--- src/rtl/vga_timing_gen.sv ---
// VGA raster timing generator: 800x525 counters, game-pixel coordinates, and
// sync/blank realignment with the sprite colour returned after PIPE_DELAY cycles.
module vga_timing_gen #(
  parameter int unsigned H_VISIBLE  = 640,
  parameter int unsigned H_FRONT    = 16,
  parameter int unsigned H_SYNC     = 96,
  parameter int unsigned H_BACK     = 48,
  parameter int unsigned V_VISIBLE  = 480,
  parameter int unsigned V_FRONT    = 10,
  parameter int unsigned V_SYNC     = 2,
  parameter int unsigned V_BACK     = 33,
  parameter int unsigned PIPE_DELAY = 1
) (
  input  logic       VGA_CLK,
  input  logic       resetn,
  input  logic [2:0] color,
  output logic [7:0] xvga,
  output logic [6:0] yvga,
  output logic       VGA_HS,
  output logic       VGA_VS,
  output logic       VGA_BLANK_N,
  output logic [7:0] VGA_R,
  output logic [7:0] VGA_G,
  output logic [7:0] VGA_B,
  output logic       frame_tick
);

  localparam int unsigned CW       = 10;
  localparam int unsigned H_TOTAL  = H_VISIBLE + H_FRONT + H_SYNC + H_BACK;
  localparam int unsigned V_TOTAL  = V_VISIBLE + V_FRONT + V_SYNC + V_BACK;
  localparam int unsigned HS_START = H_VISIBLE + H_FRONT;
  localparam int unsigned HS_END   = HS_START + H_SYNC;
  localparam int unsigned VS_START = V_VISIBLE + V_FRONT;
  localparam int unsigned VS_END   = VS_START + V_SYNC;
  localparam logic [7:0]  X_HOLD   = 8'(H_VISIBLE / 4 - 1);
  localparam logic [6:0]  Y_HOLD   = 7'(V_VISIBLE / 4 - 1);

  logic [CW-1:0] hcount, vcount;
  logic [CW-1:0] h_nxt, v_nxt;
  logic          run;
  logic          hs_raw, vs_raw, bl_raw;
  logic [PIPE_DELAY-1:0] hs_d, vs_d, bl_d;

  // Counter advance; held for the first edge after reset release.
  always_comb begin
    h_nxt = hcount;
    v_nxt = vcount;
    if (run) begin
      if (hcount == CW'(H_TOTAL - 1)) begin
        h_nxt = '0;
        v_nxt = (vcount == CW'(V_TOTAL - 1)) ? '0 : vcount + CW'(1);
      end else begin
        h_nxt = hcount + CW'(1);
      end
    end
  end

  always_comb begin
    hs_raw = !((hcount >= CW'(HS_START)) && (hcount < CW'(HS_END)));
    vs_raw = !((vcount >= CW'(VS_START)) && (vcount < CW'(VS_END)));
    bl_raw = (hcount < CW'(H_VISIBLE)) && (vcount < CW'(V_VISIBLE));
  end

  // Counters and the coordinate/tick outputs that track them.
  always_ff @(posedge VGA_CLK or negedge resetn) begin
    if (!resetn) begin
      run        <= 1'b0;
      hcount     <= '0;
      vcount     <= '0;
      xvga       <= '0;
      yvga       <= '0;
      frame_tick <= 1'b0;
    end else begin
      run        <= 1'b1;
      hcount     <= h_nxt;
      vcount     <= v_nxt;
      xvga       <= (h_nxt < CW'(H_VISIBLE)) ? h_nxt[9:2] : X_HOLD;
      yvga       <= (v_nxt < CW'(V_VISIBLE)) ? v_nxt[8:2] : Y_HOLD;
      frame_tick <= run && (h_nxt == '0) && (v_nxt == CW'(V_VISIBLE));
    end
  end

  // Sync/blank delay line matching the sprite_manager colour latency.
  always_ff @(posedge VGA_CLK or negedge resetn) begin
    if (!resetn) begin
      hs_d <= '1;
      vs_d <= '1;
      bl_d <= '0;
    end else begin
      hs_d <= PIPE_DELAY'({hs_d, hs_raw});
      vs_d <= PIPE_DELAY'({vs_d, vs_raw});
      bl_d <= PIPE_DELAY'({bl_d, bl_raw});
    end
  end

  always_ff @(posedge VGA_CLK or negedge resetn) begin
    if (!resetn) begin
      VGA_HS      <= 1'b1;
      VGA_VS      <= 1'b1;
      VGA_BLANK_N <= 1'b0;
      VGA_R       <= '0;
      VGA_G       <= '0;
      VGA_B       <= '0;
    end else begin
      VGA_HS      <= hs_d[PIPE_DELAY-1];
      VGA_VS      <= vs_d[PIPE_DELAY-1];
      VGA_BLANK_N <= bl_d[PIPE_DELAY-1];
      VGA_R       <= bl_d[PIPE_DELAY-1] ? {8{color[2]}} : 8'h00;
      VGA_G       <= bl_d[PIPE_DELAY-1] ? {8{color[1]}} : 8'h00;
      VGA_B       <= bl_d[PIPE_DELAY-1] ? {8{color[0]}} : 8'h00;
    end
  end

endmodule
--- config.mk ---
export PLATFORM = sky130hd
export DESIGN_NAME = vga_timing_gen
export DESIGN_NICKNAME = d
export VERILOG_FILES = /design/src/rtl/vga_timing_gen.sv
export SDC_FILE = /design/constraint.sdc
export NUM_CORES = 1
export LEC_CHECK = 0
export CORE_MARGIN = 5
export CORE_UTILIZATION = 53
export CTS_BUF_LIST = sky130_fd_sc_hd__clkbuf_2
export DETAILED_ROUTE_END_ITERATION = 6
export PLACE_DENSITY = 0.94
export SYNTH_ARGS = -nofsm -noshare
export SYNTH_HDL_FRONTEND = slang
export SYNTH_SLANG_ARGS = --single-unit
--- constraint.sdc ---
create_clock -name VGA_CLK -period 3.2 [get_ports VGA_CLK]
set_input_delay 0.48 -clock VGA_CLK [delete_from_list [all_inputs] [get_ports VGA_CLK]]
set_output_delay 0.48 -clock VGA_CLK [all_outputs]
set_load 0.02 [all_outputs]
==> impl_results.html <==
<table>
<tr><th>Metric</th><th>Value</th></tr>
<tr><th colspan="2">Synthesis</th></tr>
<tr><td>Post-synth ARST share</td><td>100%</td></tr>
<tr><td>Number of synthesized flops with an enable pin</td><td>0</td></tr>
<tr><td>Number of instances in the synthesized netlist</td><td>218</td></tr>
<tr><td>Net count after synthesis</td><td>228</td></tr>
<tr><td>Synth Warn #</td><td>0</td></tr>
<tr><td>Cell Area, Synth</td><td>2320 sq um</td></tr>
<tr><td>Flop and latch count out of synthesis</td><td>46</td></tr>
<tr><td>Number of distinct library cells after synthesis</td><td>54</td></tr>
<tr><td>Register area share after synthesis</td><td>49.8%</td></tr>
<tr><td>Flip-flop cell with the highest count after synthesis</td><td>sky130_fd_sc_hd__dfrtp_1</td></tr>
<tr><td>Post-Synthesis Mean Instance Area</td><td>10.6 sq um</td></tr>
<tr><th colspan="2">Setup path</th></tr>
<tr><td>Data arrival time of the critical path</td><td>2.83 ns</td></tr>
<tr><td>Critical register-to-register path startpoint</td><td>hcount[0]</td></tr>
<tr><td>CP endpoint kind</td><td>flip-flop</td></tr>
<tr><td>Critical register-to-register path endpoint</td><td>yvga[0]</td></tr>
<tr><td>Data required time at the worst endpoint</td><td>3.51 ns</td></tr>
<tr><td>First element of the critical path</td><td>hcount[0]</td></tr>
<tr><td>Path depth of the worst reg2reg path</td><td>8</td></tr>
<tr><td>Highest net fanout along the worst path</td><td>8</td></tr>
<tr><td>End point of the critical path</td><td>yvga[0]</td></tr>
<tr><td>Worst setup path class</td><td>reg2reg</td></tr>
<tr><td>Worst-case register-to-register setup slack</td><td>0.68 ns</td></tr>
<tr><td>Type of element launching the critical path</td><td>flip-flop</td></tr>
<tr><th colspan="2">Detailed routing</th></tr>
<tr><td>Routed wirelength normalized by instance count</td><td>15.2 microns</td></tr>
<tr><td>DRT Wirelength</td><td>4510 microns</td></tr>
<tr><td>Via count of the routed design</td><td>1,595</td></tr>
<tr><td>Detailed router's first-iteration violation count</td><td>135</td></tr>
<tr><td>Count of TritonRoute iterations in the first routing pass</td><td>4</td></tr>
<tr><td>Post-route DRC violation count</td><td>0</td></tr>
<tr><td>Post-route ant nets</td><td>0</td></tr>
<tr><td>Post-DR vias/cell</td><td>5.39</td></tr>
<tr><th colspan="2">Clock tree</th></tr>
<tr><td>Clock latency on the worst-skew pair</td><td>0.41 ns</td></tr>
<tr><td>Post-CTS Hold Fix Bufs</td><td>0</td></tr>
<tr><td>Number of sinks driven by the clock tree</td><td>46</td></tr>
<tr><td>Clock-pin slew on the worst setup and hold paths</td><td>0.22 ns</td></tr>
<tr><td>Cts bufs inserted</td><td>5</td></tr>
<tr><td>Clk buf depth</td><td>2</td></tr>
<tr><td>CTS tree</td><td>built</td></tr>
<tr><td>Clock tree root buffer cell</td><td>sky130_fd_sc_hd__clkbuf_2</td></tr>
<tr><td>Post-CTS setup-driven buffer insertion count</td><td>0</td></tr>
<tr><td>Number of H-tree branching levels</td><td>2</td></tr>
<tr><td>Post-cts resize count</td><td>0</td></tr>
<tr><th colspan="2">Cells and area</th></tr>
<tr><td>Share of post-route cells with drive strength above 1</td><td>11.9%</td></tr>
<tr><td># nets final</td><td>253</td></tr>
<tr><td>Commonest cells after routing, fill and taps aside</td><td>sky130_fd_sc_hd__clkdlybuf4s50_1 (46), sky130_fd_sc_hd__dfrtp_1 (42), sky130_fd_sc_hd__nand2_1 (20)</td></tr>
<tr><td>Area added between synthesis and finish</td><td>14.4%</td></tr>
<tr><td>Diode insertion count for antenna repair</td><td>0</td></tr>
<tr><td>Commonest non-fill, non-tap cell in the layout</td><td>sky130_fd_sc_hd__clkdlybuf4s50_1</td></tr>
<tr><th colspan="2">Floorplan</th></tr>
<tr><td>Floorplan die width</td><td>76.2 microns</td></tr>
<tr><td>IO Pins</td><td>48</td></tr>
<tr><td>Effective utilization at floorplan</td><td>54.0%</td></tr>
<tr><td>Site row count</td><td>24</td></tr>
<tr><td>Die boundary height</td><td>76.2 microns</td></tr>
<tr><td>Die Area</td><td>5800 sq um</td></tr>
<tr><td>Core region area</td><td>4290 sq um</td></tr>
<tr><th colspan="2">Power</th></tr>
<tr><td>Static leakage</td><td>1.22 nW</td></tr>
<tr><td>Largest vdd supply drop</td><td>183 uV</td></tr>
<tr><td>Power per Cell Area</td><td>456 nW/um^2</td></tr>
<tr><th colspan="2">Global routing</th></tr>
<tr><td>Global-route usage over all layers</td><td>16.1%</td></tr>
<tr><td>Number of antenna violations at the first check in global routing</td><td>0</td></tr>
<tr><td>Number of global-route vias before repair</td><td>1,541</td></tr>
<tr><td>Congestion Overflow GR</td><td>0</td></tr>
<tr><td>Wire length of the first global-routing pass</td><td>7600 microns</td></tr>
<tr><td>Maximum number of pins on one net before global-route repair</td><td>47</td></tr>
<tr><th colspan="2">STA</th></tr>
<tr><td>Unrepaired setup endpoints after global routing</td><td>false</td></tr>
<tr><td>Max Transition Viols Final</td><td>0</td></tr>
<tr><td>Post-route fraction of the period consumed by the critical path</td><td>78.9%</td></tr>
<tr><td>Skew final</td><td>0.0156 ns</td></tr>
<tr><td>Setup TNS</td><td>0 ns</td></tr>
<tr><td>Hold Vio Cnt, Final</td><td>0</td></tr>
<tr><td>Pin slew with the least headroom to its limit</td><td>0.948 ns</td></tr>
<tr><td>Hold slack final</td><td>0.169 ns</td></tr>
<tr><td>Number of endpoints failing setup at the final stage</td><td>0</td></tr>
<tr><td>Highest clock rate</td><td>396 MHz</td></tr>
<tr><td>Final critical-path required period</td><td>2.52 ns</td></tr>
<tr><td>Rel. slew slack</td><td>36.8%</td></tr>
<tr><th colspan="2">Placed design</th></tr>
<tr><td>Placer congestion estimate</td><td>0.916</td></tr>
<tr><td>HPWL Detailed</td><td>3370 microns</td></tr>
<tr><td>Buffers on Ports</td><td>47</td></tr>
<tr><th colspan="2">Status</th></tr>
<tr><td>Run status</td><td>finished, final reports clean</td></tr>
<tr><th colspan="2">Hold path</th></tr>
<tr><td>Hold WC Path Type</td><td>in2async</td></tr>
<tr><th colspan="2">Run</th></tr>
<tr><td>Count of maximum capacitance violations</td><td>0</td></tr>
</table>
[area by class of cell]
cell class                 instances  area [sq um]
clock buffer                       6          30.0
clock inverter                     2          10.0
fill                             338          1640
inverter                          14          52.6
multi-input combinational        128           867
sequential                        46          1160
tap                               52          65.1
timing repair buffer              48           473
[cells in the mapped netlist, types with 2 or more instances]
library cell	instances	area share [%]
sky130_fd_sc_hd__dfstp_2	4	4.5
sky130_fd_sc_hd__xnor2_1	8	3.0
sky130_fd_sc_hd__buf_2	2	0.43
sky130_fd_sc_hd__and3_2	2	0.65
sky130_fd_sc_hd__a31oi_1	2	0.54
sky130_fd_sc_hd__buf_4	21	6.8
sky130_fd_sc_hd__nand3_1	7	1.5
sky130_fd_sc_hd__and2_1	3	0.81
sky130_fd_sc_hd__or3b_1	3	1.1
sky130_fd_sc_hd__nand2_1	20	3.2
sky130_fd_sc_hd__ha_1	5	2.7
sky130_fd_sc_hd__nor2_1	13	2.1
sky130_fd_sc_hd__dfrtp_1	42	45
sky130_fd_sc_hd__xor2_1	4	1.5
sky130_fd_sc_hd__and3_1	3	0.81
sky130_fd_sc_hd__nor4_1	2	0.54
sky130_fd_sc_hd__buf_6	4	1.9
sky130_fd_sc_hd__nor3b_1	2	0.65
sky130_fd_sc_hd__nor3_1	6	1.3
sky130_fd_sc_hd__clkbuf_8	2	1.2
sky130_fd_sc_hd__inv_1	13	2.1
sky130_fd_sc_hd__o21ai_0	10	2.2
sky130_fd_sc_hd__and4_1	2	0.76
sky130_fd_sc_hd__nand2b_1	4	1.1
sky130_fd_sc_hd__nand4_1	5	1.3
[metrics by stage]
stage                     area (sq um)  utilization (%)  std cells  worst slack, ns  total power [W]
final                             2650             61.8        296            0.676          0.00121
after floorplan                   2320                -        218            0.937         0.000904
after global routing              2650             61.8        296            0.508          0.00129
after CTS                         2650             61.8        296            0.687          0.00122
after detailed placement          2610             60.9        288            0.729         0.000988
after global placement            2610             60.9        288            0.879         0.000977
[how the worst min path moves through the flow]
stage                              to  slack, ns  cells after the start
after detailed placement       VGA_VS       0.35                      0
final                         xvga[1]       0.17                      1
after global routing          xvga[1]       0.21                      1
after global placement         VGA_HS       0.35                      0
after CTS                     xvga[5]       0.19                      1
after floorplan           VGA_BLANK_N       0.18                      0
[worst max-delay path, stage by stage, from the launching register on]
cell and delay, ns:
sky130_fd_sc_hd__dfrtp_1 0.48, sky130_fd_sc_hd__ha_1 0.26, sky130_fd_sc_hd__and3_2 0.31, sky130_fd_sc_hd__nand3_1 0.20
sky130_fd_sc_hd__nor3_1 0.31, sky130_fd_sc_hd__xnor2_1 0.22, sky130_fd_sc_hd__inv_1 0.09, sky130_fd_sc_hd__and4_4 0.20
sky130_fd_sc_hd__or3b_1 0.37
[kinds of logic after synthesis]
logic type / count (synthesis) / share of synthesized area (%)
other cells: 1 / 0.162
mux: 1 / 0.485
buf+inv: 44 / 12.8
fa+ha+maj: 5 / 2.70
flops: 46 / 49.8
compound gates: 23 / 6.69
simple gates: 85 / 21.6
xor+xnor: 13 / 5.72
[per-layer routing]
| layer | track usage (%) | part of all wire, % |
|---|---|---|
| met1 | 20.0 | 41 |
| met2 | 27.0 | 50 |
| met3 | 2.84 | 6.6 |
| met4 | 7.87 | 2.1 |
| met5 | 0 | 0 |
[registers in the layout, summed over array words and instances (netlist names)]
register and flops:
VGA_G 1, hs_d 1, VGA_B 1, VGA_R 1, frame_tick 1, vs_d 1
xvga 8, bl_d 1, run 1, VGA_HS 1, vcount 10, yvga 7
hcount 10, VGA_BLANK_N 1, VGA_VS 1
[report_power, final]
part	internal (W)	total [W]	switching, W
registers	0.000636	0.000701	0.0000648
logic	0.000129	0.000274	0.000145
clock network	0.0000549	0.000234	0.000179
total	0.000820	0.00121	0.000389
Power figures use the tool's default switching activity.
